`config.mk`:
```
export PLATFORM = sky130hd
export DESIGN_NAME = dmem_arbiter
export DESIGN_NICKNAME = d
export VERILOG_FILES = /design/src/rtl/dmem_arbiter.sv
export SDC_FILE = /design/constraint.sdc
export NUM_CORES = 1
export LEC_CHECK = 0
export ABC_CLOCK_PERIOD_IN_PS = 2800
export BUFFER_PORTS_ARGS = -buffer_cell sky130_fd_sc_hd__buf_2
export CELL_PAD_IN_SITES_DETAIL_PLACEMENT = 0
export CELL_PAD_IN_SITES_GLOBAL_PLACEMENT = 1
export CORE_AREA = 2 2 122 124
export DETAILED_ROUTE_END_ITERATION = 12
export DIE_AREA = 0 0 124 126
export PLACE_DENSITY = 0.75
export SLEW_MARGIN = 10
export SYNTH_ARGS = -nofsm -noshare
export SYNTH_HDL_FRONTEND = slang
export SYNTH_SLANG_ARGS = --single-unit
export TNS_END_PERCENT = 50
```
`constraint.sdc`:
```
create_clock -name clk -period 2.8 [get_ports clk]
set_clock_uncertainty 0.15 [all_clocks]
set_input_delay 0.14 -clock clk [delete_from_list [all_inputs] [get_ports clk]]
set_output_delay 0.14 -clock clk [all_outputs]
set_load 0.005 [all_outputs]
```
`src/rtl/dmem_arbiter.sv`:
```
// Shares one single-port data memory between the core (port 0) and a debug/loader
// path (port 1): fixed priority to port 0, with a starvation counter that forces port 1.
module dmem_arbiter #(
    parameter int ADDR_W       = 32,
    parameter int DATA_W       = 32,
    parameter int STARVE_LIMIT = 4
) (
    input  logic              clk,
    input  logic              rst,
    input  logic              p0_req,
    input  logic              p0_we,
    input  logic [ADDR_W-1:0] p0_addr,
    input  logic [DATA_W-1:0] p0_wdata,
    input  logic [3:0]        p0_be,
    output logic              p0_gnt,
    output logic              p0_rvalid,
    output logic [DATA_W-1:0] p0_rdata,
    input  logic              p1_req,
    input  logic              p1_we,
    input  logic [ADDR_W-1:0] p1_addr,
    input  logic [DATA_W-1:0] p1_wdata,
    input  logic [3:0]        p1_be,
    output logic              p1_gnt,
    output logic              p1_rvalid,
    output logic [DATA_W-1:0] p1_rdata,
    output logic              mem_en,
    output logic              mem_we,
    output logic [ADDR_W-1:0] mem_addr,
    output logic [DATA_W-1:0] mem_wdata,
    output logic [3:0]        mem_be,
    input  logic [DATA_W-1:0] mem_rdata
);

    typedef enum logic [0:0] {
        PRIO_P0 = 1'b0,
        PRIO_P1 = 1'b1
    } prio_e;

    localparam logic [3:0] LIMIT = 4'(STARVE_LIMIT);

    prio_e       state_q, state_d;
    logic [3:0]  starve_cnt_q, starve_cnt_d;
    logic        rd_pend_q, rd_pend_d;
    logic        rd_owner_q, rd_owner_d;
    logic        gnt0_s, gnt1_s;

    // Grant decision; held off entirely while reset is asserted
    always_comb begin
        gnt0_s = 1'b0;
        gnt1_s = 1'b0;
        if (!rst) begin
            gnt0_s = 1'b0;
            gnt1_s = 1'b0;
        end else if (p0_req && p1_req) begin
            if (state_q == PRIO_P1) begin
                gnt1_s = 1'b1;
            end else begin
                gnt0_s = 1'b1;
            end
        end else if (p0_req) begin
            gnt0_s = 1'b1;
        end else if (p1_req) begin
            gnt1_s = 1'b1;
        end else begin
            gnt0_s = 1'b0;
            gnt1_s = 1'b0;
        end
    end

    // Starvation counter and priority-state next-state logic
    always_comb begin
        starve_cnt_d = 4'd0;
        state_d      = state_q;
        if (p1_req && !gnt1_s) begin
            if (starve_cnt_q >= LIMIT) begin
                starve_cnt_d = LIMIT;
            end else begin
                starve_cnt_d = starve_cnt_q + 4'd1;
            end
        end else begin
            starve_cnt_d = 4'd0;
        end
        // PRIO_P1 also ends when port 1 withdraws, since its counter has cleared
        case (state_q)
            PRIO_P0: begin
                if (starve_cnt_d == LIMIT) begin
                    state_d = PRIO_P1;
                end else begin
                    state_d = PRIO_P0;
                end
            end
            PRIO_P1: begin
                if (gnt1_s || !p1_req) begin
                    state_d = PRIO_P0;
                end else begin
                    state_d = PRIO_P1;
                end
            end
            default: state_d = PRIO_P0;
        endcase
    end

    // Memory request mux driven from the granted port
    always_comb begin
        mem_en    = gnt0_s | gnt1_s;
        mem_we    = 1'b0;
        mem_addr  = {ADDR_W{1'b0}};
        mem_wdata = {DATA_W{1'b0}};
        mem_be    = 4'b0000;
        if (gnt0_s) begin
            mem_we    = p0_we;
            mem_addr  = p0_addr;
            mem_wdata = p0_wdata;
            mem_be    = p0_be;
        end else if (gnt1_s) begin
            mem_we    = p1_we;
            mem_addr  = p1_addr;
            mem_wdata = p1_wdata;
            mem_be    = p1_be;
        end else begin
            mem_we    = 1'b0;
            mem_addr  = {ADDR_W{1'b0}};
            mem_wdata = {DATA_W{1'b0}};
            mem_be    = 4'b0000;
        end
    end

    // Read-return bookkeeping captured at the grant edge
    always_comb begin
        rd_pend_d  = (gnt0_s | gnt1_s) & ~mem_we;
        rd_owner_d = gnt1_s;
    end

    // State registers
    always_ff @(posedge clk or negedge rst) begin
        if (!rst) begin
            state_q      <= PRIO_P0;
            starve_cnt_q <= 4'd0;
            rd_pend_q    <= 1'b0;
            rd_owner_q   <= 1'b0;
        end else begin
            state_q      <= state_d;
            starve_cnt_q <= starve_cnt_d;
            rd_pend_q    <= rd_pend_d;
            rd_owner_q   <= rd_owner_d;
        end
    end

    assign p0_gnt    = gnt0_s;
    assign p1_gnt    = gnt1_s;
    assign p0_rvalid = rd_pend_q & ~rd_owner_q;
    assign p1_rvalid = rd_pend_q & rd_owner_q;
    assign p0_rdata  = p0_rvalid ? mem_rdata : {DATA_W{1'b0}};
    assign p1_rdata  = p1_rvalid ? mem_rdata : {DATA_W{1'b0}};

endmodule
```
# == Yosys cells after proc, flatten, opt, wreduce, memory -nomap -nowiden ==
# Cells that the tools add are included.
# word_totals
out_inout_bits,138
word_cells,43
input_bits,174
reg_bits,7
# op_classes
magnitude_cmp,1
add_sub_neg,1
n_eq_ne,1
bitwise,7
reduce_logical,5
n_mux,24
# op_table
cell,count
$mux W32,6
$mux W4,4
$mux W1,13
$add A4 B1 Y4 const B,1
$eq A4 B3 Y1 const B,1
$ge A4 B3 Y1 const B,1
$and A1 B1 Y1,3
$not A1 Y1,3
$logic_and A1 B1 Y1,2
$logic_not A1 Y1,2
$pmux W1 S2,1
$logic_or A1 B1 Y1,1
$or A1 B1 Y1,1

# == Depth between registers and ports, before layout ==
# Gate-level depths: netlist of the first run.
# depth
word_depth,10
depth_mapped,5
mapped_depth_nobuf,3

# == Least setup slack after synthesis of the first run ==
# OpenSTA, ideal clock, no wires.
# synth_path
kind,register -> output
from,reg state_q
to,out mem_addr[19]
path_stages_with_launch,6
t_arrival_ps,1152
setup_slack_ps,1358
path_cell_list,dfrtp_1 > nand2b_1 > and3_1 > buf_6 > buf_6 > a22o_1
# synth_between
elab_chain_cells,5
elab_cells_between_ends,8
# synth_lines
item,line,text
start: declaration,41,"prio_e state_q, state_d;"
start signal: assignment,142,state_q <= state_d;
$mux W1,55,if (state_q == PRIO_P1) begin
$mux W1,54,end else if (p0_req && p1_req) begin
$mux W1,51,if (!rst) begin
named net p1_gnt,23,"output logic p1_gnt,"
$mux W32,115,end else if (gnt1_s) begin
$mux W32,110,if (gnt0_s) begin
end: declaration,28,"output logic [ADDR_W-1:0] mem_addr,"
# The timed path passes the listed nets, and every way through them passes these cells.

# == Worst setup path in the final report of the first run ==
# layout_path
from,in rst
to,out mem_addr[1]
# layout_between
elab_chain_cells,3
elab_cells_between_ends,4
# layout_lines
item,line,text
start: declaration,9,"input logic rst,"
$mux W1,51,
$mux W32,115,
$mux W32 *,110,
# Mark *: on every way between the ends. The rest lies on a longest branch, timed or not.

==> results.sh, run 1 <==
export IMPL_die_area_sq_um=15620
export IMPL_tightest_slew_ns=0.7449
export IMPL_n_fill_cell=1645
export IMPL_gp_congestion=0.7747
export IMPL_dr_pass1_iters=4
export IMPL_fin_nets=656
export IMPL_fp_dieW_microns=124
export IMPL_cts_resized=0
export IMPL_core_rowCount=44
export IMPL_seq_area_sq_um=175.2
export IMPL_path_class="in -> out"
export IMPL_hold_class="in -> reg"
export IMPL_fin_hold_ws_ns=0.03503
export IMPL_wl_per_cell_microns=14.19
export IMPL_syn_inst=183
export IMPL_grt_usage=0.1047
export IMPL_clock_latency_ns=0.23
export IMPL_grt_setup_unrepaired="no"
export IMPL_seq_area_frac_synth=0.1198
export IMPL_powerDensity_nw_per_um2=236.6
export IMPL_synth_fp_nets=358
export IMPL_start_kind="primary input"
export IMPL_grt_pass1_vias=2452
export IMPL_fin_ws_ns=0.3435
export IMPL_fin_crit_ns=2.457
export IMPL_cp_max_fo=70
export IMPL_total_leakage_power_nw=2.138
export IMPL_cts_made_buffers=3
export IMPL_fin_setup_tns_ns=0
export IMPL_antenna_found_initial=1
export IMPL_drtIter0Drc=59
export IMPL_cp_data_arrival_time_ns=2.17
export IMPL_ir_drop_mv=0.2019
export IMPL_worstSetupEndpointType="primary output"
export IMPL_area_growth_pct=121.3
export IMPL_grt_pass1_wl_microns=12770
export IMPL_drv_slew=0
export IMPL_multi_input_area_sq_um=1132
export IMPL_pre_cts_slack_ns=0.8619
export IMPL_finish_utilization=0.2261
export IMPL_cts_sinks=7
export IMPL_instances_no_fill=664
export IMPL_fp_coreArea_sq_um=14310
export IMPL_finalWirelength_microns=9424
export IMPL_outcome="finished, final reports clean"
export IMPL_htree_levels=1
export IMPL_clock_fmax_mhz=407.1
export IMPL_crit_required_ns=2.51
export IMPL_grt_ovfl_total=0
export IMPL_cts_tree="done"
export IMPL_ys_ff_latch=7
export IMPL_synthDistinctLibCells=23
export IMPL_cts_root_buf="clkbuf_16"
export IMPL_io_pin_count=312
export IMPL_ys_warn_count=0
export IMPL_grt_start_max_net_pins=73
export IMPL_dr_total_vias=2678
export IMPL_syn_cell_area_sq_um=1463
export IMPL_postRouteAntennaNets=0
export IMPL_drive_gt1_frac=0.6708
export IMPL_relSlewSlack=0.5034
export IMPL_setup_viol=0
export IMPL_postSynthAreaPerCell_sq_um=7.993
export IMPL_place_hpwl_microns=7988
export IMPL_place_inst=659
export IMPL_clk_pin_slew_ns=0.03
export IMPL_fp_dieH_microns=126
export IMPL_diodes=0
export IMPL_port_buffers=311
export IMPL_start_util=0.1022
export IMPL_viasPerCell=4.033
export IMPL_period_share=0.8773
export IMPL_clockBufferDepth=2
export IMPL_drc=0
export IMPL_drv_cap=0
export IMPL_hold_viol=0
[what timing repair did]
item | in CTS | in global routing
hold buffers | 1 | 0
endpoints found under the hold margin | 7 | 0
buffers inserted | 0 | 0
[sequential cells by signal, indices dropped and copies added, names as in the netlist]
register / count
rd_pend_q: 1
state_q: 1
rd_owner_q: 1
starve_cnt_q: 4
[through the flow]
stage	power, W	cell area, sq um
2_1_floorplan	0.0002872	1463
3_3_place_gp	0.0005333	3148
3_5_place_dp	0.0005334	3148
4_1_cts	0.0007771	3237
5_1_grt	0.0008224	3237
6_report	0.0007659	3237
[layer usage]
layer | vias to the layer above | part of all wire | track usage
met5 | - | 0 | 0
met1 | 1183 | 0.36 | 0.1110
met2 | 192 | 0.54 | 0.2182
met3 | 2 | 0.094 | 0.01495
met4 | 0 | 0.0014 | 0.009914
li1 | 1301 | - | -
[cell usage after synthesis]
library cell / number / area (sq um)
a22o_1: 69 / 604.3
conb_1: 1 / 3.750
and2_1: 33 / 206.5
and3_1: 33 / 206.5
ha_1: 1 / 12.51
a21oi_1: 1 / 5.000
o21ai_0: 1 / 5.000
buf_6: 8 / 90.09
nand2_1: 1 / 3.750
nand3b_1: 1 / 7.510
nor3_1: 2 / 10.01
inv_1: 1 / 3.750
a21oi_2: 1 / 8.760
dfrtp_1: 7 / 175.2
a21bo_2: 1 / 10.01
clkbuf_1: 8 / 30.03
nor4b_1: 1 / 8.760
nor4_1: 1 / 6.260
nor2b_1: 1 / 6.260
a221oi_1: 1 / 8.760
nand2b_1: 1 / 6.260
buf_2: 8 / 40.04
nor2_1: 1 / 3.750
[kinds of logic (layout without fill, tap and decap cells)]
group,count (synthesis),in the layout,synth area share
buffers and inverters,25,322,0.1121
AOI/OAI and AO/OA,74,74,0.4388
other,1,1,0.002564
and+or+nand+nor,75,75,0.3182
adders and majority gates,1,1,0.008553
DFF,7,7,0.1198
[cell usage in the layout, fill, tap and decap left out]
| cell | instances |
|---|---|
| buf_2 | 311 |
| a22o_1 | 69 |
| and2_1 | 33 |
| and3_1 | 32 |
| dfrtp_1 | 7 |
| buf_4 | 4 |
| clkbuf_16 | 3 |
| nor3_1 | 2 |
| nand2_1 | 1 |
| a21oi_4 | 1 |
| nand2b_1 | 1 |
| and3_2 | 1 |
| nor2b_1 | 1 |
| a21bo_2 | 1 |
| nor4_1 | 1 |
| nor4b_1 | 1 |
| nor2_1 | 1 |
| o21ai_0 | 1 |
| inv_1 | 1 |
| a221oi_1 | 1 |
| nand3b_1 | 1 |
| a21oi_1 | 1 |
| ha_1 | 1 |
| clkbuf_1 | 1 |
| dlygate4sd3_1 | 1 |
| buf_12 | 1 |
| conb_1 | 1 |
[cell type report]
cell class	count	share of cell area
Sequential cell	7	0.05412
Inverter	1	0.001160
Timing Repair Buffer	317	0.4994
Multi-Input combinational cell	151	0.3498
Tap cell	184	0.07113
Clock buffer	4	0.02435
[power by group]
| group | switching [W] | internal, W |
|---|---|---|
| Clock | 0.0000486 | 0.000189 |
| Sequential | 0.00000451 | 0.000108 |
| Combinational | 0.000185 | 0.000232 |
| Total | 0.000238 | 0.000528 |
[path summary, 6_finish.rpt]
check                                  end       startpoint  cells past startpoint  slack (ns)
max                            mem_addr[1]              rst                      7        0.34
min                              rd_pend_q            p0_we                      2        0.04
max reg2reg                      rd_pend_q          state_q                      4        1.26
min reg2reg                starve_cnt_q[0]  starve_cnt_q[0]                      1        0.31
max in group asynchronous  starve_cnt_q[2]              rst                      2        2.16
min in group asynchronous  starve_cnt_q[3]              rst                      2        0.15
[critical path, cell delays in order]
cell and delay (ns):
dlygate4sd3_1 0.52, buf_2 0.23, nand2_1 0.12, a21oi_4 0.13
buf_4 0.57, a22o_1 0.27, buf_2 0.11
Note: power is estimated with default switching activity, not from simulation.
==> run 2: changes to the inputs <==
--- a/config.mk
+++ b/config.mk
@@ -5,7 +5,7 @@
 export SDC_FILE = /design/constraint.sdc
 export NUM_CORES = 1
 export LEC_CHECK = 0
-export ABC_CLOCK_PERIOD_IN_PS = 2800
+export ABC_CLOCK_PERIOD_IN_PS = 3000
 export BUFFER_PORTS_ARGS = -buffer_cell sky130_fd_sc_hd__buf_2
 export CELL_PAD_IN_SITES_DETAIL_PLACEMENT = 0
 export CELL_PAD_IN_SITES_GLOBAL_PLACEMENT = 1
==> constraint.sdc (replaced) <==
create_clock -name clk -period 3 [get_ports clk]
set_clock_uncertainty 0.15 [all_clocks]
set_input_delay 0.15 -clock clk [delete_from_list [all_inputs] [get_ports clk]]
set_output_delay 0.15 -clock clk [all_outputs]
set_load 0.005 [all_outputs]
==> results.sh, run 2 (synthesis results as in run 1) <==
export IMPL_outcome="finished, final reports clean"
export IMPL_clockBufferDepth=2
export IMPL_path_cells="dlygate4sd3_1 -> buf_2 -> and3_2 -> buf_12 -> a22o_1 -> buf_2"
export IMPL_worstSetupEndpointType="primary output"
export IMPL_clk_pin_slew_ns=0.03
export IMPL_cts_resized=0
export IMPL_core_rowCount=44
export IMPL_area_growth_pct=123.2
export IMPL_wl_per_cell_microns=13.93
export IMPL_dr_total_vias=2626
export IMPL_final_cell_mix="buf_2 (311), a22o_1 (69), and2_1 (33), and3_1 (32), dfrtp_1 (7)"
export IMPL_period_share=0.8045
export IMPL_grt_use_met3=0.01042
export IMPL_htree_levels=1
export IMPL_grt_pass1_vias=2346
export IMPL_top_usage_layer="met2"
export IMPL_hold_class="in -> reg"
export IMPL_p_total_w=0.0007187
export IMPL_drtIter0Drc=79
export IMPL_grtUsageMet2=0.2075
export IMPL_path_class="in -> out"
export IMPL_start_util=0.1022
export IMPL_fp_coreArea_sq_um=14310
export IMPL_relSlewSlack=0.5821
export IMPL_crit_path_max_incr_delay_ns=0.63
export IMPL_finish_utilization=0.2281
export IMPL_die_area_sq_um=15620
export IMPL_fin_crit_ns=2.413
export IMPL_cp_buffers_inverters=4
export IMPL_cts_tree="done"
export IMPL_dr_pass1_iters=4
export IMPL_pre_cts_slack_ns=1.003
export IMPL_seq_area_sq_um=175.2
export IMPL_clock_latency_ns=0.23
export IMPL_crit_required_ns=2.70
export IMPL_clock_fmax_mhz=414.3
export IMPL_grt_setup_unrepaired="no"
export IMPL_setup_viol=0
export IMPL_gp_congestion=0.7662
export IMPL_io_pin_count=312
export IMPL_drv_slew=0
export IMPL_cp_top_family="buffers and inverters"
export IMPL_largest_register="starve_cnt_q"
export IMPL_diodes=0
export IMPL_port_buffers=311
export IMPL_fp_dieH_microns=126
export IMPL_viasPerCell=3.943
export IMPL_slowest_stage="and3_2"
export IMPL_cts_root_buf="clkbuf_16"
export IMPL_fin_nets=658
export IMPL_fin_setup_tns_ns=0
export IMPL_drc=0
export IMPL_fp_dieW_microns=124
export IMPL_drv_cap=0
export IMPL_grt_usage=0.1030
export IMPL_tightest_slew_ns=0.6269
export IMPL_total_leakage_power_nw=2.152
export IMPL_multi_input_area_sq_um=1132
export IMPL_postRouteAntennaNets=0
export IMPL_powerDensity_nw_per_um2=220.2
export IMPL_cts_made_buffers=3
export IMPL_cp_data_arrival_time_ns=2.11
export IMPL_grt_start_max_net_pins=70
export IMPL_use_met1=0.1159
export IMPL_drive_gt1_frac=0.6722
export IMPL_ir_drop_mv=0.1508
export IMPL_grt_ovfl_total=0
export IMPL_place_hpwl_microns=8084
export IMPL_final_common_cell="buf_2"
export IMPL_hold_viol=0
export IMPL_grt_pass1_wl_microns=12390
export IMPL_antenna_found_initial=1
export IMPL_finalWirelength_microns=9280
export IMPL_start_kind="primary input"
export IMPL_cp_max_fo=36
export IMPL_largest_reg_flops=4
export IMPL_n_fill_cell=1600
export IMPL_fin_ws_ns=0.5866
export IMPL_cts_sinks=7
export IMPL_crit_top_cell="buf_2"
==> run 2: power breakdown <==
| group | switching [W] | internal (W) | total (W) | leakage [nW] |
|---|---|---|---|---|
| Sequential | 0.00000444 | 0.000100 | 0.000105 | 0.0910 |
| Clock | 0.0000446 | 0.000176 | 0.000221 | 0.0382 |
| Combinational | 0.000173 | 0.000220 | 0.000393 | 2.02 |
| Total | 0.000222 | 0.000497 | 0.000719 | 2.15 |
==> run 2: repair_timing <==
action,CTS,global route
endpoints found under the hold margin,7,0
hold buffers,1,0
buffers inserted,0,0
==> run 2: path summary, 6_finish.rpt <==
path,cells past startpoint,to,slack (ns),from
min reg2reg,1,starve_cnt_q[0],0.31,starve_cnt_q[0]
min in group asynchronous,2,starve_cnt_q[1],0.16,rst
max reg2reg,4,rd_pend_q,1.06,state_q
max in group asynchronous,2,state_q,2.37,rst
min,2,rd_pend_q,0.05,p0_we
max,6,mem_addr[1],0.59,rst
==> run 2: layout make-up <==
class	count	share of cell area
inverter	1	0.001150
clock buffer	4	0.02415
tap	184	0.07053
timing repair buffer	319	0.5036
sequential	7	0.05366
multi-input combinational	151	0.3469
==> run 2: stage by stage <==
| step | cells | hold slack [ns] | cell area, sq um |
|---|---|---|---|
| floorplan | 183 | -0.2956 | 1463 |
| global placement | 661 | -0.1366 | 3176 |
| finish | 666 | 0.04936 | 3264 |
| detailed placement | 661 | -0.1417 | 3176 |
| global route | 666 | 0.07200 | 3264 |
| CTS | 666 | 0.04912 | 3264 |
==> run 2: layer usage <==
layer  vias to the layer above  share of wire
li1                       1305              -
met1                      1127           0.38
met2                       190           0.53
met3                         4          0.086
met4                         0         0.0044
met5                         -              0
